===== src/rtl/replica_pkg.sv =====
// Shared types for the replica shift chain: word type, chain dimensions,
// index typedefs and the unloader state encoding.
package replica_pkg;

  localparam int unsigned city_num    = 8;
  localparam int unsigned replica_num = 4;
  localparam int unsigned elem_w      = 7;

  typedef logic [7:0] replica_data;

  localparam int unsigned city_idx_w    = (city_num > 1) ? $clog2(city_num) : 1;
  localparam int unsigned replica_idx_w = (replica_num > 1) ? $clog2(replica_num) : 1;

  typedef logic [city_idx_w-1:0]    city_idx_t;
  typedef logic [replica_idx_w-1:0] replica_idx_t;

  typedef enum logic [1:0] {
    UNLOAD_IDLE  = 2'd0,
    UNLOAD_WAIT  = 2'd1,
    UNLOAD_CAPT  = 2'd2,
    UNLOAD_DRAIN = 2'd3
  } unload_state_t;

  typedef struct packed {
    replica_data  data;
    replica_idx_t replica;
    city_idx_t    city;
    logic         last;
  } unload_word_t;

endpackage


===== src/rtl/replica_fifo.sv =====
// Synchronous FIFO with full/empty flags and a flop-backed read port.
// DEPTH must be a power of 2; a pop frees the slot for a same-cycle push.
module replica_fifo #(
  parameter int unsigned DEPTH = 16,
  parameter type         T     = logic [7:0]
) (
  input  logic clk,
  input  logic reset,
  input  logic push,
  input  T     push_data,
  input  logic pop,
  output T     pop_data,
  output logic full,
  output logic empty
);

  localparam int unsigned PTR_W = (DEPTH > 1) ? $clog2(DEPTH) : 1;
  localparam logic [PTR_W:0] FULL_CNT = (PTR_W + 1)'(DEPTH);

  T                 mem_q [DEPTH];
  logic [PTR_W-1:0] wr_q, wr_d;
  logic [PTR_W-1:0] rd_q, rd_d;
  logic [PTR_W:0]   cnt_q, cnt_d;
  logic             do_push, do_pop;

  always_comb begin
    do_pop  = pop && (cnt_q != '0);
    do_push = push && ((cnt_q != FULL_CNT) || do_pop);
    wr_d    = wr_q + PTR_W'(do_push);
    rd_d    = rd_q + PTR_W'(do_pop);
    cnt_d   = cnt_q;
    if (do_push && !do_pop) begin
      cnt_d = cnt_q + (PTR_W + 1)'(1);
    end else if (do_pop && !do_push) begin
      cnt_d = cnt_q - (PTR_W + 1)'(1);
    end
  end

  always_ff @(posedge clk or negedge reset) begin
    if (!reset) begin
      wr_q  <= '0;
      rd_q  <= '0;
      cnt_q <= '0;
      for (int unsigned i = 0; i < DEPTH; i++) begin
        mem_q[i] <= '0;
      end
    end else begin
      wr_q  <= wr_d;
      rd_q  <= rd_d;
      cnt_q <= cnt_d;
      if (do_push) begin
        mem_q[wr_q] <= push_data;
      end
    end
  end

  assign pop_data = mem_q[rd_q];
  assign full     = (cnt_q == FULL_CNT);
  assign empty    = (cnt_q == '0);

endmodule


===== src/rtl/replica_unloader.sv =====
// Captures a full shift-out pass from the chain tail, tags each word with its
// replica/city index and streams it out through a FIFO. Optional duplicate-
// element check per replica is enabled by REPLICA_UNLOAD_PERM_CHECK_EN.
module replica_unloader
  import replica_pkg::*;
#(
  parameter int unsigned CAPTURE_LAT = 2,
  parameter int unsigned FIFO_DEPTH  = 16
) (
  input  logic         clk,
  input  logic         reset,
  input  logic         start,
  input  replica_data  tail_data,
  output logic         busy,
  output logic         done,
  output logic         overflow,
  output logic         m_valid,
  input  logic         m_ready,
  output replica_data  m_data,
  output replica_idx_t m_replica,
  output city_idx_t    m_city,
  output logic         m_last
`ifdef REPLICA_UNLOAD_PERM_CHECK_EN
  ,
  output logic         perm_err
`endif
);

  localparam int unsigned      LAT_W     = (CAPTURE_LAT > 1) ? $clog2(CAPTURE_LAT) : 1;
  localparam logic [LAT_W-1:0] LAT_LOAD  = (CAPTURE_LAT > 1) ? LAT_W'(CAPTURE_LAT - 1) : '0;
  localparam replica_idx_t     REP_LAST  = replica_idx_t'(replica_num - 1);
  localparam city_idx_t        CITY_LAST = city_idx_t'(city_num - 1);

  unload_state_t    state_q, state_d;
  logic [LAT_W-1:0] lat_q, lat_d;
  replica_idx_t     rep_q, rep_d;
  city_idx_t        city_q, city_d;
  logic             overflow_q, overflow_d;
  logic             capt, last_word;
  logic             fifo_full, fifo_empty;
  unload_word_t     push_word, pop_word;

  always_comb begin
    state_d    = state_q;
    lat_d      = lat_q;
    rep_d      = rep_q;
    city_d     = city_q;
    overflow_d = overflow_q;
    capt       = (state_q == UNLOAD_CAPT);
    last_word  = (rep_q == REP_LAST) && (city_q == CITY_LAST);
    case (state_q)
      UNLOAD_IDLE: begin
        if (start) begin
          rep_d      = '0;
          city_d     = '0;
          overflow_d = 1'b0;
          lat_d      = LAT_LOAD;
          state_d    = (CAPTURE_LAT > 1) ? UNLOAD_WAIT : UNLOAD_CAPT;
        end
      end
      UNLOAD_WAIT: begin
        // IDLE->WAIT already spent one cycle, so leave when the count reaches 1
        if (lat_q <= LAT_W'(1)) begin
          state_d = UNLOAD_CAPT;
        end else begin
          lat_d = lat_q - LAT_W'(1);
        end
      end
      UNLOAD_CAPT: begin
        if (fifo_full && !m_ready) begin
          overflow_d = 1'b1;
        end
        if (city_q == CITY_LAST) begin
          city_d = '0;
          rep_d  = rep_q + replica_idx_t'(1);
        end else begin
          city_d = city_q + city_idx_t'(1);
        end
        if (last_word) begin
          state_d = UNLOAD_DRAIN;
        end
      end
      UNLOAD_DRAIN: begin
        if (fifo_empty) begin
          state_d = UNLOAD_IDLE;
        end
      end
      default: state_d = UNLOAD_IDLE;
    endcase
  end

  always_ff @(posedge clk or negedge reset) begin
    if (!reset) begin
      state_q    <= UNLOAD_IDLE;
      lat_q      <= '0;
      rep_q      <= '0;
      city_q     <= '0;
      overflow_q <= 1'b0;
    end else begin
      state_q    <= state_d;
      lat_q      <= lat_d;
      rep_q      <= rep_d;
      city_q     <= city_d;
      overflow_q <= overflow_d;
    end
  end

  always_comb begin
    push_word         = '0;
    push_word.data    = tail_data;
    push_word.replica = rep_q;
    push_word.city    = city_q;
    push_word.last    = last_word;
  end

  replica_fifo #(
    .DEPTH (FIFO_DEPTH),
    .T     (unload_word_t)
  ) u_fifo (
    .clk       (clk),
    .reset     (reset),
    .push      (capt),
    .push_data (push_word),
    .pop       (m_ready),
    .pop_data  (pop_word),
    .full      (fifo_full),
    .empty     (fifo_empty)
  );

  assign busy      = (state_q != UNLOAD_IDLE);
  assign done      = (state_q == UNLOAD_DRAIN) && fifo_empty;
  assign overflow  = overflow_q;
  assign m_valid   = !fifo_empty;
  assign m_data    = pop_word.data;
  assign m_replica = pop_word.replica;
  assign m_city    = pop_word.city;
  assign m_last    = pop_word.last;

`ifdef REPLICA_UNLOAD_PERM_CHECK_EN
  logic [2**elem_w-1:0] seen_q, seen_d;
  logic                 perm_err_q, perm_err_d;
  logic [elem_w-1:0]    elem;

  // Checks the tail stream itself, so dropped words are still covered
  always_comb begin
    seen_d     = seen_q;
    perm_err_d = perm_err_q;
    elem       = tail_data[elem_w-1:0];
    if ((state_q == UNLOAD_IDLE) && start) begin
      seen_d     = '0;
      perm_err_d = 1'b0;
    end else if (capt) begin
      if (seen_q[elem]) begin
        perm_err_d = 1'b1;
      end
      if (city_q == CITY_LAST) begin
        seen_d = '0;
      end else begin
        seen_d[elem] = 1'b1;
      end
    end
  end

  always_ff @(posedge clk or negedge reset) begin
    if (!reset) begin
      seen_q     <= '0;
      perm_err_q <= 1'b0;
    end else begin
      seen_q     <= seen_d;
      perm_err_q <= perm_err_d;
    end
  end

  assign perm_err = perm_err_q;
`endif

endmodule


===== config.mk =====
export PLATFORM = sky130hd
export DESIGN_NAME = replica_unloader
export DESIGN_NICKNAME = d
export VERILOG_FILES = /design/src/rtl/replica_pkg.sv /design/src/rtl/replica_fifo.sv /design/src/rtl/replica_unloader.sv
export SDC_FILE = /design/constraint.sdc
export NUM_CORES = 1
export LEC_CHECK = 0
export BUFFER_PORTS_ARGS = -buffer_cell sky130_fd_sc_hd__buf_2
export CORE_MARGIN = 8
export CORE_UTILIZATION = 40
export DETAILED_ROUTE_END_ITERATION = 16
export PLACE_DENSITY = 0.56
export SLEW_MARGIN = 25
export SYNTH_ARGS = -nofsm -noshare
export SYNTH_HDL_FRONTEND = slang
export SYNTH_SLANG_ARGS = --single-unit

===== constraint.sdc =====
create_clock -name clk -period 3.6 [get_ports clk]
set_input_delay 0.36 -clock clk [delete_from_list [all_inputs] [get_ports clk]]
set_output_delay 0.36 -clock clk [all_outputs]
set_load 0.01 [all_outputs]

# After elaboration in Yosys (flattened, before gate mapping)
# Index checks and enable logic that the tools add are counted.
# W data, S select, Z words.
[totals]
reg_bits = 246
latchBits = 0
mem_bits_rw = 0
romBits = 0
inputBits = 12
elab_cells = 149
mem_count = 0
[op_classes]
add_sub_neg = 7
multipliers = 0
n_div = 0
magnitude_cmp = 4
n_eq_ne = 14
shift = 0
n_mux = 25
bitwise_logic = 2
reduce_logical = 25
[ops]
columns = ["op", "n"]
rows = [
  ["$bwmux W224", 1],
  ["$bmux W14 S4", 1],
  ["$demux W14 S4", 1],
  ["$mux W14", 3],
  ["$ne A2 B2 Y1 const B", 7],
  ["$mux W2", 6],
  ["$ge A5 B5 Y1 const B", 2],
  ["$mux W5", 2],
  ["$not A4 Y5", 2],
  ["$reduce_and A3 Y1", 3],
  ["$add A4 B1 Y4", 2],
  ["$logic_and A1 B1 Y1", 8],
  ["$pmux W2 S4", 1],
  ["$reduce_bool A2 Y1", 4],
  ["$eq A2 B2 Y1 const B", 3],
  ["$mux W3", 2],
  ["$pmux W3 S2", 1],
  ["$add A5 B1 Y5 const B", 1],
  ["$eq A5 B5 Y1 const B", 1],
  ["$logic_not A5 Y1", 1],
  ["$lt A5 B1 Y1 const B", 1],
  ["$ne A5 B5 Y1 const B", 1],
  ["$reduce_bool A5 Y1", 1],
  ["$sub A5 B1 Y5 const B", 1],
  ["14 further kinds", 21],
]

# Longest topological paths before layout
[logic_depth]
depth_word = 8
depth_mapped = 12
mapped_depth_nobuf = 11

# By module
# A second synthesis with hierarchy kept.
[hier_totals]
hier_cells = 775
area_unflattened_um2 = 11558.6
[modules_own_cells]
columns = ["module", "instances", "cells_per_inst", "area_per_inst_um2"]
rows = [
  ["replica_fifo", 1, 717, 10964.3],
  ["replica_unloader", 1, 58, 594.3],
]

# Least setup slack after synthesis
# Ideal clock, no wire load.
[synth_timing]
path_type = "flip-flop to flip-flop"
from = "register u_fifo.cnt_q[0]"
to = "register u_fifo.cnt_q[4]"
setup_time_ps = 147
arrival_time_ps = 2847
required_ps = 3453
path_slack_ps = 606
path_stages_with_launch = 13
n_path_buf = 1
period_less_slack_ps = 2994
path_cell_list = "dfrtp_1 or4_4 buf_6 or2_2 and2_1 inv_1 ha_1 inv_1 ha_1 nor2b_1 o21a_1 o2111ai_1 o311ai_0"
[synth_via]
elab_chain_cells = 7
elab_cells_between_ends = 14
cone_classes = "add/sub: 2; eq/ne: 1; mux: 2; reduce/logical: 9"
[synth_lines]
columns = ["item", "line_no", "text"]
rows = [
  ["start, declared", "replica_fifo.sv:23", "logic [PTR_W:0] cnt_q, cnt_d;"],
  ["start signal, assigned", "replica_fifo.sv:50", "cnt_q <= cnt_d;"],
  ["parallel branches: the longest is 7 deep, another holds $sub A5 B1 Y5", "-", ""],
]
# Parallel ways; which one is timed is not known. The select of a mux whose other input is x is not followed.
# A chain may end at the register's enable or synchronous reset.

# Final worst setup path
[layout_timing]
from = "register u_fifo.cnt_q[1]"
to = "register u_fifo.cnt_q[4]"
# The elaborated chain is that of the path after synthesis.

==> results.sh <==
export IMPL_status="complete, no violations"
export IMPL_synth_cells=791
export IMPL_grt_max_degree=105
export IMPL_clk_path_buf_depth=3
export IMPL_fin_setup_tns_ps=0
export IMPL_crit_slowest_cell="or4_4"
export IMPL_timing_final_crit_period_ps=3420
export IMPL_fin_skew_ps=16.0
export IMPL_yosys_warnings=0
export IMPL_place_ws_ps=318
export IMPL_antenna_cells=0
export IMPL_firstDrtPassIters=4
export IMPL_root_buffer="clkbuf_16"
export IMPL_route_vias_total=6732
export IMPL_die_y_um=188
export IMPL_cts_htree_levels=1
export IMPL_synth_area_um2=11800
export IMPL_syn_avg_cell_area_um2=14.9
export IMPL_grt_pass1_vias=7607
export IMPL_post_route_worst_setup_slack_ps=178
export IMPL_p_per_area_nw_per_um2=971
export IMPL_port_buffers=29
export IMPL_n_fill_cell=2580
export IMPL_drcViolationCount=0
export IMPL_drt_met1_wl_um=12500
export IMPL_cts_sinks=245
export IMPL_ir_drop_mv=0.512
export IMPL_synth_top_flop_cell="dfrtp_1"
export IMPL_grt_pass1_wl_um=46400
export IMPL_slew_headroom=0.438
export IMPL_rsz0062_at_grt="no"
export IMPL_layout_commonest_cell="dfrtp_1"
export IMPL_drt_iter0_drc=373
export IMPL_path_clk_slew_ps=60
export IMPL_required_ps=3960
export IMPL_cp_end_kind="flop"
export IMPL_worstSetupStartpointType="flop"
export IMPL_path_cells="or4_4 > or2_2 > and2_1 > inv_1 > ha_1 > inv_1 > ha_1 > nor2b_1 > o21a_1 > o2111ai_1 > o311ai_0"
export IMPL_cts_tree="built"
export IMPL_slowest_delay_ps=650
export IMPL_yosysUniqueCellTypes=44
export IMPL_routed_wl_um=28800
export IMPL_ant_nets=0
export IMPL_grt_remaining_overflow=0
export IMPL_final_cell_mix="dfrtp_1 (243), mux2_2 (136), mux2_4 (80)"
export IMPL_register_area_um2=6140
export IMPL_dieArea_um2=35300
export IMPL_finalHoldViolCount=0
export IMPL_synthArstFlopShare=1.00
export IMPL_syn_to_final_growth_pct=11.9
export IMPL_met3_length_um=1170
export IMPL_worst_slew_pin_slew_ps=841
export IMPL_synth_edf_count=0
export IMPL_multiInputGateArea_um2=5340
export IMPL_slew_violations=0
export IMPL_max_clock_freq_ghz=0.292
export IMPL_rows=63
export IMPL_place_gp_congestion=0.747
export IMPL_drv_cap=0
export IMPL_viasPerCell=5.50
export IMPL_antenna_found_initial=0
export IMPL_drive_gt1_frac=0.435
export IMPL_fin_nets=847
export IMPL_yosysSeqAreaShare=0.519
export IMPL_worstPathMaxFanout=7
export IMPL_clk_latency_ps=530
export IMPL_dp_hpwl_um=17900
export IMPL_synth_seq_cells=245
export IMPL_start_util=0.403
export IMPL_synth_nets=819
export IMPL_post_route_util=0.451
export IMPL_finalSetupViolCount=0
export IMPL_coreArea_um2=29300
export IMPL_ios=30
export IMPL_wl_met2_um=14500
export IMPL_cts_buffers=27
export IMPL_power_leakage_nw=5.70
export IMPL_wl_per_cell_um=23.5
export IMPL_die_w_um=188
export IMPL_hold_class="primary input to flop"
export IMPL_timing_final_crit_share=0.951
export IMPL_critical_path_class="flop to flop"
export IMPL_arrival_ps=3780
export IMPL_grt_usage=0.167
export IMPL_highest_layer="met4"
critical path, delay by kind of cell (launching register included):
| family | cells | cell delay, ps |
|---|---|---|
| flip-flops | 1 | 410 |
| buffers and inverters | 2 | 200 |
| AO/OA/AOI/OAI | 3 | 690 |
| AND/OR/NAND/NOR | 4 | 1350 |
| adder cells (fa/ha/maj) | 2 | 610 |
kinds of logic after synthesis:
logic type,count (synthesis),synth area share
adder cells (fa/ha/maj),16,0.0176
multiplexers,305,0.344
AND/OR/NAND/NOR,87,0.0435
XOR/XNOR,7,0.00519
AO/OA/AOI/OAI,62,0.0415
flip-flops,245,0.519
buffers and inverters,69,0.0290
timing repair:
action | 4_1_cts | 5_1_grt
buffers inserted | 0 | 0
hold endpoints to repair | 101 | 0
hold buffers | 1 | 0
setup endpoints to repair | 0 | 1
resized for setup | 0 | 1
final cells by class:
| type | instances | area share |
|---|---|---|
| Tap cell | 390 | 0.0369 |
| Timing Repair Buffer | 56 | 0.0292 |
| Inverter | 12 | 0.00341 |
| Multi-Input combinational cell | 477 | 0.404 |
| Clock buffer | 38 | 0.0573 |
| Clock inverter | 6 | 0.00464 |
| Sequential cell | 245 | 0.464 |
through the flow:
step / area, µm² / instances / total power [W] / hold WS, ps
6_report: 13200 / 1224 / 0.0128 / 188
5_1_grt: 13200 / 1224 / 0.0136 / 238
4_1_cts: 13200 / 1224 / 0.0129 / 170
3_5_place_dp: 12400 / 1179 / 0.0103 / 474
3_3_place_gp: 12400 / 1179 / 0.00996 / 456
2_1_floorplan: 11800 / 791 / 0.00870 / 64.4
synth_stat cells, types with 7 or more instances:
cell type	instances	area share
a22oi_1	35	0.022
buf_1	15	0.0048
buf_2	13	0.0055
buf_6	9	0.0086
clkbuf_1	20	0.0064
dfrtp_1	245	0.52
ha_1	15	0.016
inv_1	12	0.0038
mux2_1	8	0.0076
mux2_2	136	0.13
mux2_4	80	0.10
mux2i_1	47	0.040
mux4_2	34	0.065
nand2_1	23	0.0073
nand3_1	21	0.0089
nor2_1	10	0.0032
nor2_4	7	0.0067
nor2b_1	7	0.0037
o21ai_0	8	0.0034
sequential cells by signal, summed over array words and instances, names as in the netlist:
register	cells
u_fifo.mem_q	224
u_fifo.cnt_q	5
u_fifo.rd_q	4
u_fifo.wr_q	4
city_q	3
rep_q	2
state_q	2
overflow	1
final timing paths:
path	slack, ps	end	from	cells after the start
min reg2reg	490	u_fifo.mem_q[11]	u_fifo.mem_q[11]	1
min	190	overflow	start	4
max in group asynchronous	2150	u_fifo.mem_q[60]	reset	3
max	180	u_fifo.cnt_q[4]	u_fifo.cnt_q[1]	11
max reg2reg	180	u_fifo.cnt_q[4]	u_fifo.cnt_q[1]	11
min in group asynchronous	470	u_fifo.mem_q[132]	reset	2
power by group:
part           total (W)  leakage [nW]  internal (W)  switching, W
combinational    0.00506          2.36       0.00284       0.00222
sequential       0.00519          2.94       0.00409       0.00109
clock            0.00258         0.400       0.00152       0.00106
metal layers:
| metal | track usage | vias to the layer above |
|---|---|---|
| met2 | 0.287 | 137 |
| met5 | 0 | - |
| li1 | - | 2951 |
| met4 | 0.0464 | 0 |
| met3 | 0.0210 | 54 |
| met1 | 0.218 | 3590 |
(Power assumes the default switching activity.)
